`src/rtl/stg2if_pkg.sv`:
```
// Shared sizes for the instruction-fetch stage: address, instruction and
// the {pc, instr, valid} fetch-bundle widths.
package stg2if_pkg;
    localparam int unsigned SIZE_ADDR = 24;
    localparam int unsigned HBIT_ADDR = SIZE_ADDR - 1;
    localparam int unsigned SIZE_DATA = 32;
    localparam int unsigned HBIT_DATA = SIZE_DATA - 1;
    localparam int unsigned SIZE_IFB  = SIZE_ADDR + SIZE_DATA + 1;
    localparam int unsigned PERF_W    = 32;
endpackage

```
`src/rtl/stg2if_skid.sv`:
```
// Generic 1-entry skid/hold register pair. Bit 0 of each bundle is its valid
// flag; i_clr drops both valids while leaving the data fields stale.
module stg2if_skid #(
    parameter int unsigned W = 8
) (
    input  logic         i_clk,
    input  logic         i_rst_n,
    input  logic         i_clr,
    input  logic         i_stall,
    input  logic [W-1:0] i_data,
    output logic [W-1:0] o_data,
    output logic         o_full
);
    logic [W-1:0] r_o;
    logic [W-1:0] r_s;
    logic [W-1:0] w_o_nxt;
    logic [W-1:0] w_s_nxt;

    always_comb begin
        w_o_nxt = r_o;
        w_s_nxt = r_s;
        if (i_clr) begin
            w_o_nxt[0] = 1'b0;
            w_s_nxt[0] = 1'b0;
        end else if (!i_stall) begin
            // A held skid entry drains first; upstream is frozen meanwhile.
            if (r_s[0]) begin
                w_o_nxt    = r_s;
                w_s_nxt[0] = 1'b0;
            end else begin
                w_o_nxt = i_data;
            end
        end else if (!r_o[0]) begin
            w_o_nxt = i_data;
        end else if (!r_s[0] && i_data[0]) begin
            w_s_nxt = i_data;
        end
    end

    always_ff @(posedge i_clk or negedge i_rst_n) begin
        if (!i_rst_n) begin
            r_o <= '0;
            r_s <= '0;
        end else begin
            r_o <= w_o_nxt;
            r_s <= w_s_nxt;
        end
    end

    assign o_data = r_o;
    assign o_full = r_s[0];
endmodule

```
`src/rtl/stg2if.sv`:
```
// Instruction-fetch stage: registers {pc, instr, valid} toward decode with a
// one-entry skid. Optional bubble counter enabled by `define STG2IF_PERF_EN.
module stg2if
    import stg2if_pkg::*;
#(
    parameter int unsigned ADDR_W  = SIZE_ADDR,
    parameter int unsigned INSTR_W = SIZE_DATA
) (
    input  logic               iw_clk,
    input  logic               iw_rst_n,
    input  logic [ADDR_W-1:0]  iw_pc,
    input  logic               iw_ia_valid,
    input  logic [INSTR_W-1:0] iw_mem_data,
    input  logic               iw_stall,
    input  logic               iw_flush,
    output logic [ADDR_W-1:0]  ow_pc,
    output logic [INSTR_W-1:0] ow_instr,
    output logic               ow_if_valid,
    output logic               ow_stall_up
`ifdef STG2IF_PERF_EN
    ,
    output logic [PERF_W-1:0]  ow_bubble_cnt
`endif
);
    localparam int unsigned IFB_W = ADDR_W + INSTR_W + 1;

    logic [IFB_W-1:0] w_in_bundle;
    logic [IFB_W-1:0] w_out_bundle;
    logic             w_s_full;

    assign w_in_bundle = {iw_pc, iw_mem_data, iw_ia_valid};

    stg2if_skid #(
        .W (IFB_W)
    ) u_skid (
        .i_clk   (iw_clk),
        .i_rst_n (iw_rst_n),
        .i_clr   (iw_flush),
        .i_stall (iw_stall),
        .i_data  (w_in_bundle),
        .o_data  (w_out_bundle),
        .o_full  (w_s_full)
    );

    assign {ow_pc, ow_instr, ow_if_valid} = w_out_bundle;
    assign ow_stall_up = w_s_full;

`ifdef STG2IF_PERF_EN
    logic              w_nxt_v;
    logic              w_bubble;
    logic [PERF_W-1:0] r_bubble_cnt;

    // Post-update output valid, reconstructed from the skid priority rules.
    assign w_nxt_v  = !iw_flush && (!iw_stall ? (w_s_full | iw_ia_valid)
                                              : (ow_if_valid | iw_ia_valid));
    assign w_bubble = !w_nxt_v || (iw_stall && ow_if_valid);

    always_ff @(posedge iw_clk or negedge iw_rst_n) begin
        if (!iw_rst_n) begin
            r_bubble_cnt <= '0;
        end else if (w_bubble && (r_bubble_cnt != '1)) begin
            r_bubble_cnt <= r_bubble_cnt + 1'b1;
        end
    end

    assign ow_bubble_cnt = r_bubble_cnt;
`endif
endmodule

```
`config.mk`:
```
export PLATFORM = sky130hd
export DESIGN_NAME = stg2if
export DESIGN_NICKNAME = d
export VERILOG_FILES = /design/src/rtl/stg2if_pkg.sv /design/src/rtl/stg2if_skid.sv /design/src/rtl/stg2if.sv
export SDC_FILE = /design/constraint.sdc
export NUM_CORES = 1
export LEC_CHECK = 0
export CAP_MARGIN = 20
export CELL_PAD_IN_SITES_DETAIL_PLACEMENT = 1
export CELL_PAD_IN_SITES_GLOBAL_PLACEMENT = 1
export CORE_MARGIN = 2
export CORE_UTILIZATION = 35
export CTS_CLUSTER_DIAMETER = 120
export DETAILED_ROUTE_END_ITERATION = 10
export PLACE_DENSITY_LB_ADDON = 0.05
export REMOVE_ABC_BUFFERS = 1
export SETUP_SLACK_MARGIN = 0.5
export SLEW_MARGIN = 20
export SYNTH_ARGS = -nofsm -noshare
export SYNTH_HDL_FRONTEND = slang
export SYNTH_HIERARCHICAL = 1
export SYNTH_SLANG_ARGS = --single-unit
```
`constraint.sdc`:
```
create_clock -name iw_clk -period 3.9 [get_ports iw_clk]
set_clock_uncertainty 0.15 [all_clocks]
set_input_delay 0.975 -clock iw_clk [delete_from_list [all_inputs] [get_ports iw_clk]]
set_output_delay 0.975 -clock iw_clk [all_outputs]
set_load 0.05 [all_outputs]
```
# [Word level (Yosys, flattened, before mapping)]
# Index checks and enable logic that the tools add are counted.
[op_classes] eq_ne=3 muxes=8 n_bitwise=1 reduce_logical=5
[ops] op="2-to-1 mux 57 bit" n=3
[ops] op="!= test 3 x 1 -> 1 bit, second input constant" n=2
[ops] op="2-to-1 mux 1 bit" n=5
[ops] op="AND reduction 2 bit" n=2
[ops] op="AND reduction 4 bit" n=1
[ops] op="!= test 2 bit, second input constant" n=1
[ops] op="logical AND 1 bit" n=1
[ops] op="zero test 1 bit" n=1
[ops] op="NOT 1 bit" n=1
[totals] reg_bits=114 input_bits=61 output_inout_bits=58 wordCells=21

# [Logic depth before layout (Yosys ltp)]
[depth] word_depth=6 depth_mapped=6 mapped_depth_nobuf=3

# [Worst setup path after synthesis]
# OpenSTA, ideal clock, no wires.
[synth_path] kind="in2reg" from="input port iw_flush" to="register u_skid.r_s[16]" setup_ns=0.127 arrival_ns=2.001 required_ns=3.623 slack_ns=1.621 path_stages=6 n_path_buf=3 cell_sequence="buf_2 > nand2b_4 > nor3_2 > buf_6 > buf_8 > mux2_1"
[synth_via] elab_chain_len=2
[synth_lines] item="from (decl)" line="stg2if.sv:15" source="input logic iw_flush,"
[synth_lines] item="NOT 1 bit (no source line)"
[synth_lines] item="AND reduction 4 bit (no source line)"
[synth_lines] item="to (signal assigned)" line="stg2if_skid.sv:46" source="r_s <= w_s_nxt;"
[synth_lines] item="to (decl)" line="stg2if_skid.sv:15" source="logic [W-1:0] r_s;"
# Every way passes these cells.
# A chain may end at the register's enable or synchronous reset.

# [Final worst setup path]
[layout_path] from="register u_skid.r_o[42] (netlist: u_skid/o_data[42])" to="output port ow_pc[9]"
[layout_rtl] item="from (decl)" line="stg2if_skid.sv:14" source="logic [W-1:0] r_o;"
[layout_rtl] item="from (signal assigned)" line="stg2if_skid.sv:45" source="r_o <= w_o_nxt;"
[layout_rtl] item="to (decl)" line="stg2if.sv:16" source="output logic [ADDR_W-1:0] ow_pc,"
# No word-level cell between the ends.

==> results summary <==
Setup violations remaining at the end of the flow were counted as 0. After clock tree synthesis, the flow added hold-fix buffers numbering 0. The largest family of logic cells by synthesized area is multiplexers. The maximum count of clock buffers along a single path is 2. The distinct cell type count of the synthesized netlist is 23.

The post-synthesis area per instance is 11.5 um2. The via count of the first global-routing pass came out at 4978. In this run, the number of DRC markers left after iteration 0 of detailed routing was 143. The multiplexer area fraction after synthesis came out at 21.6%. After synthesis the cells add up to 0.00588 mm2. The worst supply voltage drop on vdd is 0.297 mV. The largest individual stage delay along the critical path comes from the cell sky130_fd_sc_hd__clkdlybuf4s50_1. The final number of hold-violating endpoints came out at 0. In this run the worst path has a maximum fanout of 3. The total power is 3.95 mW.

The slew of the pin with the lowest slew margin is 0.916 ns. The root buffer cell is sky130_fd_sc_hd__clkbuf_16. Setup repair after global routing left no endpoint under its margin.

The number of warnings printed during yosys synthesis came out at 6. The adder and majority cell fraction of the synthesized area is 0%. The compound-cell area share of the yosys netlist came out at 16.7%.

After Yosys synthesis, and, or, nand and nor cells account for 8.22% of the synthesized area. The longest individual stage delay on the worst path is 0.83 ns. For the worst setup path, the data arrival time is 1.66 ns. The number of enable flip-flop cells after synthesis came out at 0. The most used flip-flop cell after synthesis is sky130_fd_sc_hd__dfrtp_1. The net total in the final layout came out at 668. Entering global routing, the biggest net connects 79 pins. Among cell families on the critical path, the largest total delay comes from buffers and inverters.

The global-route wire length before repair came out at 26700 um. The horizontal die dimension came out at 134 um. The count of mapped cells out of synthesis came out at 511. The top cell type by total area after synthesis is sky130_fd_sc_hd__dfrtp_1. The count of filler cells inserted in the layout is 1716. The remaining global-route overflow is 0. The number of rows created at floorplan is 47. Yosys instantiated no cell more often than sky130_fd_sc_hd__dfrtp_1.

The flow ran to the end, and the final reports show no timing, DRC or antenna violations. The detail route stage leaves a number of antenna-violating nets equal to 0. TritonCTS created 17 clock buffers. The floorplan step set the die height to 134 um. The final weighted congestion in routability-driven placement came out at 0.714.

The tightest hold path in the finished design has a slack of 0.330 ns. The clock-pin transition on the worst setup and hold timing paths came out at 0.05 ns. The number of resized instances in the post-cts repair step came out at 0. STA classifies the critical path endpoint as an output port. The critical path is of the register to output port type. The worst setup path is launched from a register. The time the worst path needs with I/O delays and setup came out at 2.78 ns. The maximum achievable frequency is 0.359 GHz.

The worst endpoint required time is 2.77 ns. The sum of routed wire length over all layers is 16300 um. The number of primary I/O pins came out at 119. The clock insertion delay at the later pin of the skew report is 0.41 ns.

Sorting the synthesized cells by area gives the leading types as sky130_fd_sc_hd__dfrtp_1 (49%), sky130_fd_sc_hd__mux2_2 (13%), sky130_fd_sc_hd__mux2_1 (7.7%). The number of max-slew violations in the final report came out at 0. The detailed placer's ending HPWL came out at 9770 um. The initial antenna violation count came to 0. The initial core utilization is 35.6%. The fraction of layout instances using a drive strength above 1 came out at 18.5%. TritonCTS built the clock tree. The worst hold path belongs to the class register to register.

Port buffering added 118 buffers. The H-tree was split into 4 levels. The core region area is 0.0165 mm2. The pre-antenna-repair detailed-routing pass consisted of 4 iterations. The number of vias per cell is 5.41. The register bit count reported by yosys is 114. The period utilization is 71.3%.

The aggregate global-route resource usage is 19.1%. The wire length per cell is 19.3 um. The cell area power density came out at 512 mW/mm2. Measured against its own limit, the worst slew margin works out to 38.9%. The clock net in this run drives a total of 114 sinks. For this run, design rule violations remaining after detail routing come to 0. Summing over every cut layer, the via total after detailed routing is 4542. The post-CTS setup buffer count came out at 0. The die area came out at 0.0178 mm2. The static leakage came out at 2.99 nW. The commonest cells after synthesis are sky130_fd_sc_hd__dfrtp_1 (114), sky130_fd_sc_hd__mux2_2 (66), sky130_fd_sc_hd__a21oi_1 (57), sky130_fd_sc_hd__a22oi_1 (56), sky130_fd_sc_hd__nor3b_1 (54). The part of the Yosys area used for sequential elements came out at 48.5%. The buffering stage count on the worst path with inverters included is 1. The flip-flop and latch area is 0.00286 mm2. The area share of the leading cell type in the synthesized netlist is 48.5%. In the final layout, the multi-input gates occupy 0.00275 mm2.

Walking the worst path, the cells encountered are clkdlybuf4s50_1. In the synthesized netlist the async set-or-reset flop fraction comes to 100%. The count of antenna diodes in the layout is 0. After Yosys synthesis, XOR and XNOR cells account for 0% of the synthesized area. Max-cap violations in this run came to 0. The synthesis-to-finish area growth came out at 31.2%.
-- worst paths after layout --
kind | from | slack (ns) | to | cells after the start
max in group asynchronous | iw_rst_n | 2.38 | u_skid/o_data[38] | 2
setup reg to reg | u_skid/o_data[0] | 1.58 | u_skid/r_s[6] | 5
hold reg to reg | u_skid/r_s[20] | 0.33 | u_skid/r_s[20] | 1
hold / removal | u_skid/r_s[20] | 0.33 | u_skid/r_s[20] | 1
setup / recovery | u_skid/o_data[42] | 1.12 | ow_pc[9] | 1
min in group asynchronous | iw_rst_n | 0.39 | u_skid/o_data[0] | 1
-- where the power goes --
part           total [mW]  leakage [nW]  switching [mW]  internal (mW)
registers            1.56          1.39           0.141           1.42
logic               0.980          1.32           0.572          0.408
clock network        1.41         0.271           0.524          0.890
-- placed cells by master (no fill, tap or decap), types with 3 or more instances in the layout --
| cell | count |
|---|---|
| sky130_fd_sc_hd__clkdlybuf4s50_1 | 116 |
| sky130_fd_sc_hd__dfrtp_1 | 112 |
| sky130_fd_sc_hd__mux2_2 | 66 |
| sky130_fd_sc_hd__a21oi_1 | 57 |
| sky130_fd_sc_hd__a22oi_1 | 56 |
| sky130_fd_sc_hd__nor3b_1 | 54 |
| sky130_fd_sc_hd__o21ai_0 | 44 |
| sky130_fd_sc_hd__mux2_1 | 40 |
| sky130_fd_sc_hd__clkbuf_16 | 17 |
| sky130_fd_sc_hd__o21ai_1 | 11 |
| sky130_fd_sc_hd__buf_4 | 7 |
| sky130_fd_sc_hd__clkinv_2 | 5 |
| sky130_fd_sc_hd__clkbuf_8 | 5 |
| sky130_fd_sc_hd__clkbuf_1 | 5 |
| sky130_fd_sc_hd__mux2_4 | 5 |
| sky130_fd_sc_hd__buf_12 | 4 |
| sky130_fd_sc_hd__nand2_1 | 3 |
-- stage by stage --
step	std cells	setup WS, ns	TNS [ns]	instance area (um2)	utilization, %
2_1_floorplan	461	-1.65	-89.79	5590	-
6_report	840	1.12	0	7710	46.7
5_1_grt	840	1.07	0	7710	46.7
3_3_place_gp	808	0.969	0	7180	43.4
4_1_cts	840	1.10	0	7710	46.7
3_5_place_dp	808	0.925	0	7180	43.4
-- state kept, by name (all words and copies together) (netlist names) --
signal / flops
u_skid/o_data: 57
u_skid/r_s: 57
-- logic make-up after synthesis --
family          count (synthesis)
flops                         114
mux                           111
compound gates                168
buf+inv                        51
simple gates                   67
-- area by class of cell --
cell class / count / area share (%)
sequential: 114 / 37.0
multi-input combinational: 346 / 35.6
timing repair buffer: 127 / 16.8
clock buffer: 27 / 6.65
tap: 220 / 3.57
clock inverter: 5 / 0.324
inverter: 1 / 0.0487
-- routing by layer --
metal	GRT usage [%]	up-vias	wire (um)
met4	6.56	0	182
met5	0	-	0
met3	4.53	13	642
met1	23.8	2340	7400
li1	-	2101	-
met2	32.4	88	8020
(Power assumes the default switching activity.)
